$ cat src/rtl/bram_rd_arbiter_pkg.sv
// Shared types and defaults for the CSR BRAM read-port arbiter.
package bram_rd_arbiter_pkg;

  localparam int ADDR_W_DEF = 20;
  localparam int DATA_W_DEF = 512;

  // One bit is enough to name either traversal engine.
  typedef logic req_id_t;

  localparam req_id_t ID0 = 1'b0;
  localparam req_id_t ID1 = 1'b1;

  // One in-flight read: whether the slot carries a read, and who issued it.
  typedef struct packed {
    logic    valid;
    req_id_t id;
  } rd_tag_t;

endpackage

$ cat src/rtl/bram_rd_arbiter_tag_pipe.sv
// Latency-matched {valid, id} shift register that follows each BRAM read
// from its grant edge to the cycle its data appears on the BRAM output.
module rd_tag_pipe
  import bram_rd_arbiter_pkg::*;
#(
  parameter int DEPTH = 2
) (
  input  logic    clk,
  input  logic    rst_n,
  input  rd_tag_t tag_i,
  output rd_tag_t tag_o,
  output logic    busy_o
);

  rd_tag_t [DEPTH-1:0] stage_q;

  // Shift one stage per cycle; no back-pressure, so every stage always moves.
  // NOTE: every stage is reset (not just stage 0) so that reads in flight at
  // reset are dropped instead of surfacing as stale rvalids after release.
  always_ff @(posedge clk or negedge rst_n) begin
    if (!rst_n) begin
      stage_q <= '0;
    end else begin
      // NOTE: non-blocking assignments make every stage sample its neighbour's
      // pre-edge value, which is what makes this a shift register at all.
      stage_q[0] <= tag_i;
      for (int i = 1; i < DEPTH; i++) begin
        stage_q[i] <= stage_q[i-1];
      end
    end
  end

  assign tag_o = stage_q[DEPTH-1];

  // Busy whenever any stage carries a live read.
  always_comb begin
    busy_o = 1'b0;
    for (int i = 0; i < DEPTH; i++) begin
      busy_o = busy_o | stage_q[i].valid;
    end
  end

endmodule

$ cat src/rtl/bram_rd_arbiter.sv
// Two-requester round-robin arbiter for the single read port of the 512-bit
// CSR BRAM. Grants combinationally, registers the winning address towards the
// BRAM and routes returning data back to its issuer via a tag pipeline.
// RD_LATENCY is legal in 1..4.
module bram_rd_arbiter
  import bram_rd_arbiter_pkg::*;
#(
  parameter int ADDR_W     = ADDR_W_DEF,
  parameter int DATA_W     = DATA_W_DEF,
  parameter int RD_LATENCY = 1,
  parameter int CNT_W      = 32
) (
  input  logic              clk,
  input  logic              reset,
  input  logic              req0,
  input  logic [ADDR_W-1:0] addr0,
  output logic              gnt0,
  output logic              rvalid0,
  input  logic              req1,
  input  logic [ADDR_W-1:0] addr1,
  output logic              gnt1,
  output logic              rvalid1,
  output logic [DATA_W-1:0] rdata,
  output logic [ADDR_W-1:0] bram_addr,
  input  logic [DATA_W-1:0] bram_dout,
  output logic [CNT_W-1:0]  gnt_cnt0,
  output logic [CNT_W-1:0]  gnt_cnt1,
  output logic              busy
);

  logic              run_q;
  req_id_t           ptr_q, ptr_d;
  logic [ADDR_W-1:0] addr_q, addr_d;
  logic [CNT_W-1:0]  cnt0_q, cnt1_q;
  logic              grant;
  rd_tag_t           tag_in, tag_out;

  // Hold everything quiet in reset and until the first edge after release.
  always_ff @(posedge clk or negedge reset) begin
    if (!reset) run_q <= 1'b0;
    else        run_q <= 1'b1;
  end

  // Pick at most one winner: a lone requester wins, a tie goes to the pointer.
  // NOTE: both outputs get a default before any branch, so no path through the
  // block leaves them unassigned and no latch is inferred.
  always_comb begin
    gnt0 = 1'b0;
    gnt1 = 1'b0;
    if (run_q) begin
      if (req0 && (!req1 || ptr_q == ID0)) gnt0 = 1'b1;
      else if (req1)                       gnt1 = 1'b1;
    end
  end

  assign grant = gnt0 | gnt1;

  // Next pointer favours the loser of this grant; winner's address goes out.
  always_comb begin
    ptr_d  = ptr_q;
    addr_d = addr_q;
    if (gnt0) begin
      ptr_d  = ID1;
      addr_d = addr0;
    end else if (gnt1) begin
      ptr_d  = ID0;
      addr_d = addr1;
    end
  end

  // Pointer and BRAM address register; address only moves on a grant.
  always_ff @(posedge clk or negedge reset) begin
    if (!reset) begin
      ptr_q  <= ID0;
      addr_q <= '0;
    end else begin
      ptr_q  <= ptr_d;
      addr_q <= addr_d;
    end
  end

  // Saturating per-requester grant counters.
  always_ff @(posedge clk or negedge reset) begin
    if (!reset) begin
      cnt0_q <= '0;
      cnt1_q <= '0;
    end else begin
      if (gnt0 && cnt0_q != {CNT_W{1'b1}}) cnt0_q <= cnt0_q + 1'b1;
      if (gnt1 && cnt1_q != {CNT_W{1'b1}}) cnt1_q <= cnt1_q + 1'b1;
    end
  end

  assign tag_in = '{valid: grant, id: gnt1};

  // One extra stage covers the address register in front of the BRAM.
  rd_tag_pipe #(
    .DEPTH (RD_LATENCY + 1)
  ) u_tag_pipe (
    .clk    (clk),
    .rst_n  (reset),
    .tag_i  (tag_in),
    .tag_o  (tag_out),
    .busy_o (busy)
  );

  assign rvalid0   = tag_out.valid && (tag_out.id == ID0);
  assign rvalid1   = tag_out.valid && (tag_out.id == ID1);
  assign rdata     = run_q ? bram_dout : '0;
  assign bram_addr = addr_q;
  assign gnt_cnt0  = cnt0_q;
  assign gnt_cnt1  = cnt1_q;

`ifndef SYNTHESIS
  // A waiting requester must keep its address until it is served or it drops.
  a_addr0_stable: assert property (@(posedge clk) disable iff (!reset)
    (req0 && !gnt0) |=> (!req0 || addr0 == $past(addr0)));
  a_addr1_stable: assert property (@(posedge clk) disable iff (!reset)
    (req1 && !gnt1) |=> (!req1 || addr1 == $past(addr1)));
  a_onehot_gnt: assert property (@(posedge clk) !(gnt0 && gnt1));
`endif

endmodule
$ cat config.mk
export PLATFORM = sky130hd
export DESIGN_NAME = bram_rd_arbiter
export DESIGN_NICKNAME = d
export VERILOG_FILES = /design/src/rtl/bram_rd_arbiter_pkg.sv /design/src/rtl/bram_rd_arbiter_tag_pipe.sv /design/src/rtl/bram_rd_arbiter.sv
export SDC_FILE = /design/constraint.sdc
export NUM_CORES = 1
export LEC_CHECK = 0
export BUFFER_PORTS_ARGS = -buffer_cell sky130_fd_sc_hd__buf_2
export CORE_AREA = 2 2 448 450
export CTS_BUF_LIST = sky130_fd_sc_hd__clkbuf_8
export DETAILED_ROUTE_END_ITERATION = 7
export DIE_AREA = 0 0 450 452
export PLACE_DENSITY = 0.3
export SYNTH_ARGS = -nofsm -noshare
export SYNTH_HDL_FRONTEND = slang
export SYNTH_SLANG_ARGS = --single-unit
$ cat constraint.sdc
create_clock -name clk -period 3.4 [get_ports clk]
set_clock_uncertainty 0.1 [all_clocks]
set_input_delay 0.51 -clock clk [delete_from_list [all_inputs] [get_ports clk]]
set_output_delay 0.51 -clock clk [all_outputs]
set_load 0.01 [all_outputs]
==> results.md <==
* # port buffers at 1156
* Row count at 164
* Status: finished, final reports clean
* Die Area at 203400 µm²
* Final hold vios at 0
* Initial drt markers at 681
* Final wirelength at 189300 µm
* Primary FF master, synth: dfrtp_1
* Mean Syn Cell Area at 7.751 µm²
* WL per Instance at 39.02 µm
* Vias at 13.26k
* Sink Count at 90
* Peak supply drop at 0.1672 mV
* Die Y at 452 µm
* Worst hold-check path type: in2reg
* Final setup fails at 0
* Layout cell share with drive strength beyond 1 at 57.18%
* CP Capture Type: output pin
* CP Launch Type: register
* Max-slew violations at 0
* Leak at 8.418 nW
* Post-detail-place hpwl at 179300 µm
* Ys async rst share at 100.0%
* Slew margin rel. at 45.22%
* Max-Cap Viols at 0
* DRC viols at 0
* Syn. warnings at 0
* Tmin final at 2.800 ns
* First-pass iteration count of the detailed router at 5
* Cell variety after synth at 43
* Seq cells post-synth at 90
* Synth Instances at 989
* Vias in the first global route at 12.39k
* Sequential area share after synthesis at 29.38%
* Drt via density at 2.734
* Gr usage total at 17.85%
* Initial antenna violation count at 314
* Period utilization at 82.35%
* Final Wtd Congestion at 1.112
* Placed instance count at 4741
* DP Area at 16630 µm²
* Congestion Overflow GR at 0
* Max stage delay on crit path at 0.57 ns
* Clk slew on worst S/H paths at 0.13 ns
* Worst EP required at 2.79 ns
* EDFF count, synth at 0
* Crit-path max FO at 174
* Cells along the critical path: buf_12 -> and2_1 -> buf_2
* Area grow syn2layout at 122.8%
* Combinational power share at 49.1%
* Fmax at 0.3572 GHz
* ANT nets after route at 0
* Fin Setup TNS at 0 ns
* Largest net degree at the start of global routing at 175
* Worst slew pin tran at 0.8217 ns
* Sw Ratio at 46.59%
* Max H-tree Level at 3
* Num ports at 1157
* Switching power at 1.991 mW
* Fin area at 17080 µm²
* Place WS at 0.8878 ns
* Die width at 450 µm
* Syn Nets at 1547
* Setup WS post-layout at 0.6002 ns
* Clk pwr share at 20.5%
* Finished Core Util at 8.600%
* CTS Buf Count at 9
* Core Footprint at 198600 µm²
* First-pass GRT wire length at 216400 µm
* Arr. time, crit path at 2.19 ns
* Int Pwr at 2.282 mW
* Power per Cell Area at 250.2 nW/µm²
* Nets at 2655
* Initial core utilization at 3.859%
* Post-synthesis cell area at 7666 µm²
* Skew-Pair Late Insertion Delay at 0.45 ns
* Layout Cells excl Fill at 4851
* Root buffer cell: clkbuf_8
* Slowest CP cell: dfrtp_4
* Seq pwr share at 30.4%
* CTS tree: yes
* WS Path Type: reg2out
* RSZ-0062 raised after global routing: no
* Clk buf depth at 2
worst paths after layout:
kind	slack (ns)	to	depth (start not counted)	startpoint
worst max-delay path	0.60	rdata[309]	3	run_q
worst min-delay path	0.18	bram_addr[1]	3	addr0[1]
worst max register to register	0.89	gnt_cnt0[1]	6	gnt_cnt0[0]
worst min register to register	0.28	u_tag_pipe.tag_o[1]	0	u_tag_pipe.stage_q[1]
max in group asynchronous	1.94	bram_addr[9]	3	reset
min in group asynchronous	0.53	gnt_cnt0[20]	2	reset
Yosys cell counts, types with 2 or more instances:
master / number / area share (%)
or2_2: 3 / 0.24
nor2b_1: 2 / 0.16
buf_1: 3 / 0.15
nand2_1: 50 / 2.4
and2_1: 516 / 42
inv_1: 9 / 0.44
a21oi_1: 3 / 0.20
nand3_1: 25 / 1.6
and4_1: 6 / 0.69
buf_2: 2 / 0.13
nand4_1: 28 / 2.3
dfrtp_1: 90 / 29
xor2_1: 14 / 1.6
nor4_1: 2 / 0.16
a31oi_1: 17 / 1.4
and3_1: 12 / 0.98
nand4_2: 2 / 0.33
or3_1: 2 / 0.16
o2111ai_1: 2 / 0.23
clkbuf_1: 66 / 3.2
ha_1: 2 / 0.33
nor3_1: 15 / 0.98
nor2_1: 42 / 2.1
o22ai_1: 6 / 0.49
xnor2_1: 47 / 5.4
nand3_2: 6 / 0.78
sequential cells by signal, indices dropped and copies added (netlist names):
name and cells:
run_q 1, u_tag_pipe.stage_q 2, gnt_cnt0 32, gnt_cnt1 32
ptr_q 1, bram_addr 20, u_tag_pipe.tag_o 2
stage by stage:
step	power, mW	hold WS, ns
after global placement	3.535	0.2508
after floorplan	1.961	0.1144
final	4.273	0.1799
after global routing	4.524	0.1643
after CTS	4.441	0.1221
after detailed placement	3.521	0.2532
timing repair:
item	in CTS	in global routing
setup buffers	0	0
gates resized for setup	0	0
endpoints found under the hold margin	35	0
hold buffers	1	0
setup endpoints to repair	0	0
power groups by stage:
stage                     sequential, mW  clock (mW)  combinational [mW]
after global placement              1.31           0                2.22
after global routing                1.32       0.964                2.24
final                               1.30       0.875                2.10
after CTS                           1.30       0.932                2.21
after floorplan                     1.33           0               0.633
after detailed placement            1.32           0                2.20
logic make-up (layout without fill, tap and decap cells):
logic type	Yosys count	after routing	synth area share, %
buffers and inverters	83	1196	4.407
flip-flops	90	90	29.38
adder cells (fa/ha/maj)	2	2	0.3264
other	1	94	0.04892
AND/OR/NAND/NOR	719	719	56.01
AO/OA/AOI/OAI	31	31	2.562
XOR/XNOR	61	61	6.969
multiplexers	2	2	0.2938
worst max-delay path: cells and delay by family (launching register included):
family | cells | cell delay, ns
buffers and inverters | 2 | 0.68
DFF | 1 | 0.57
and+or+nand+nor | 1 | 0.23
cell usage in the layout (no fill, tap or decap), types with 4 or more instances in the layout:
cell type / Yosys / layout
clkbuf_8: 0 / 9
o22ai_1: 6 / 6
and4_1: 6 / 6
diode_2: 0 / 93
nand2_1: 50 / 50
nand3_2: 6 / 6
nand4_1: 28 / 28
nor3_1: 15 / 15
buf_12: 1 / 4
nor2_1: 42 / 42
and3_1: 12 / 12
buf_4: 0 / 10
xnor2_1: 47 / 47
and2_1: 516 / 516
inv_1: 9 / 9
xor2_1: 14 / 14
nand3_1: 25 / 25
buf_2: 2 / 1155
a31oi_1: 17 / 17
dfrtp_1: 90 / 89
per-layer routing:
layer	up-vias	wire [µm]	track usage [%]
met4	138	4628	2.454
met2	985	105900	36.09
li1	5461	-	-
met5	-	966	0
met3	510	24180	10.62
met1	6168	53650	14.81
final cells by class:
type	count	area (µm²)
Timing Repair Buffer	1170	5946
Inverter	10	37.54
Antenna cell	93	232.7
Clock inverter	7	86.33
Tap cell	2656	3323
Clock buffer	9	123.9
Multi-Input combinational cell	816	5076
Sequential cell	90	2256
Fill cell	23730	181500
Power figures use the tool's default switching activity.
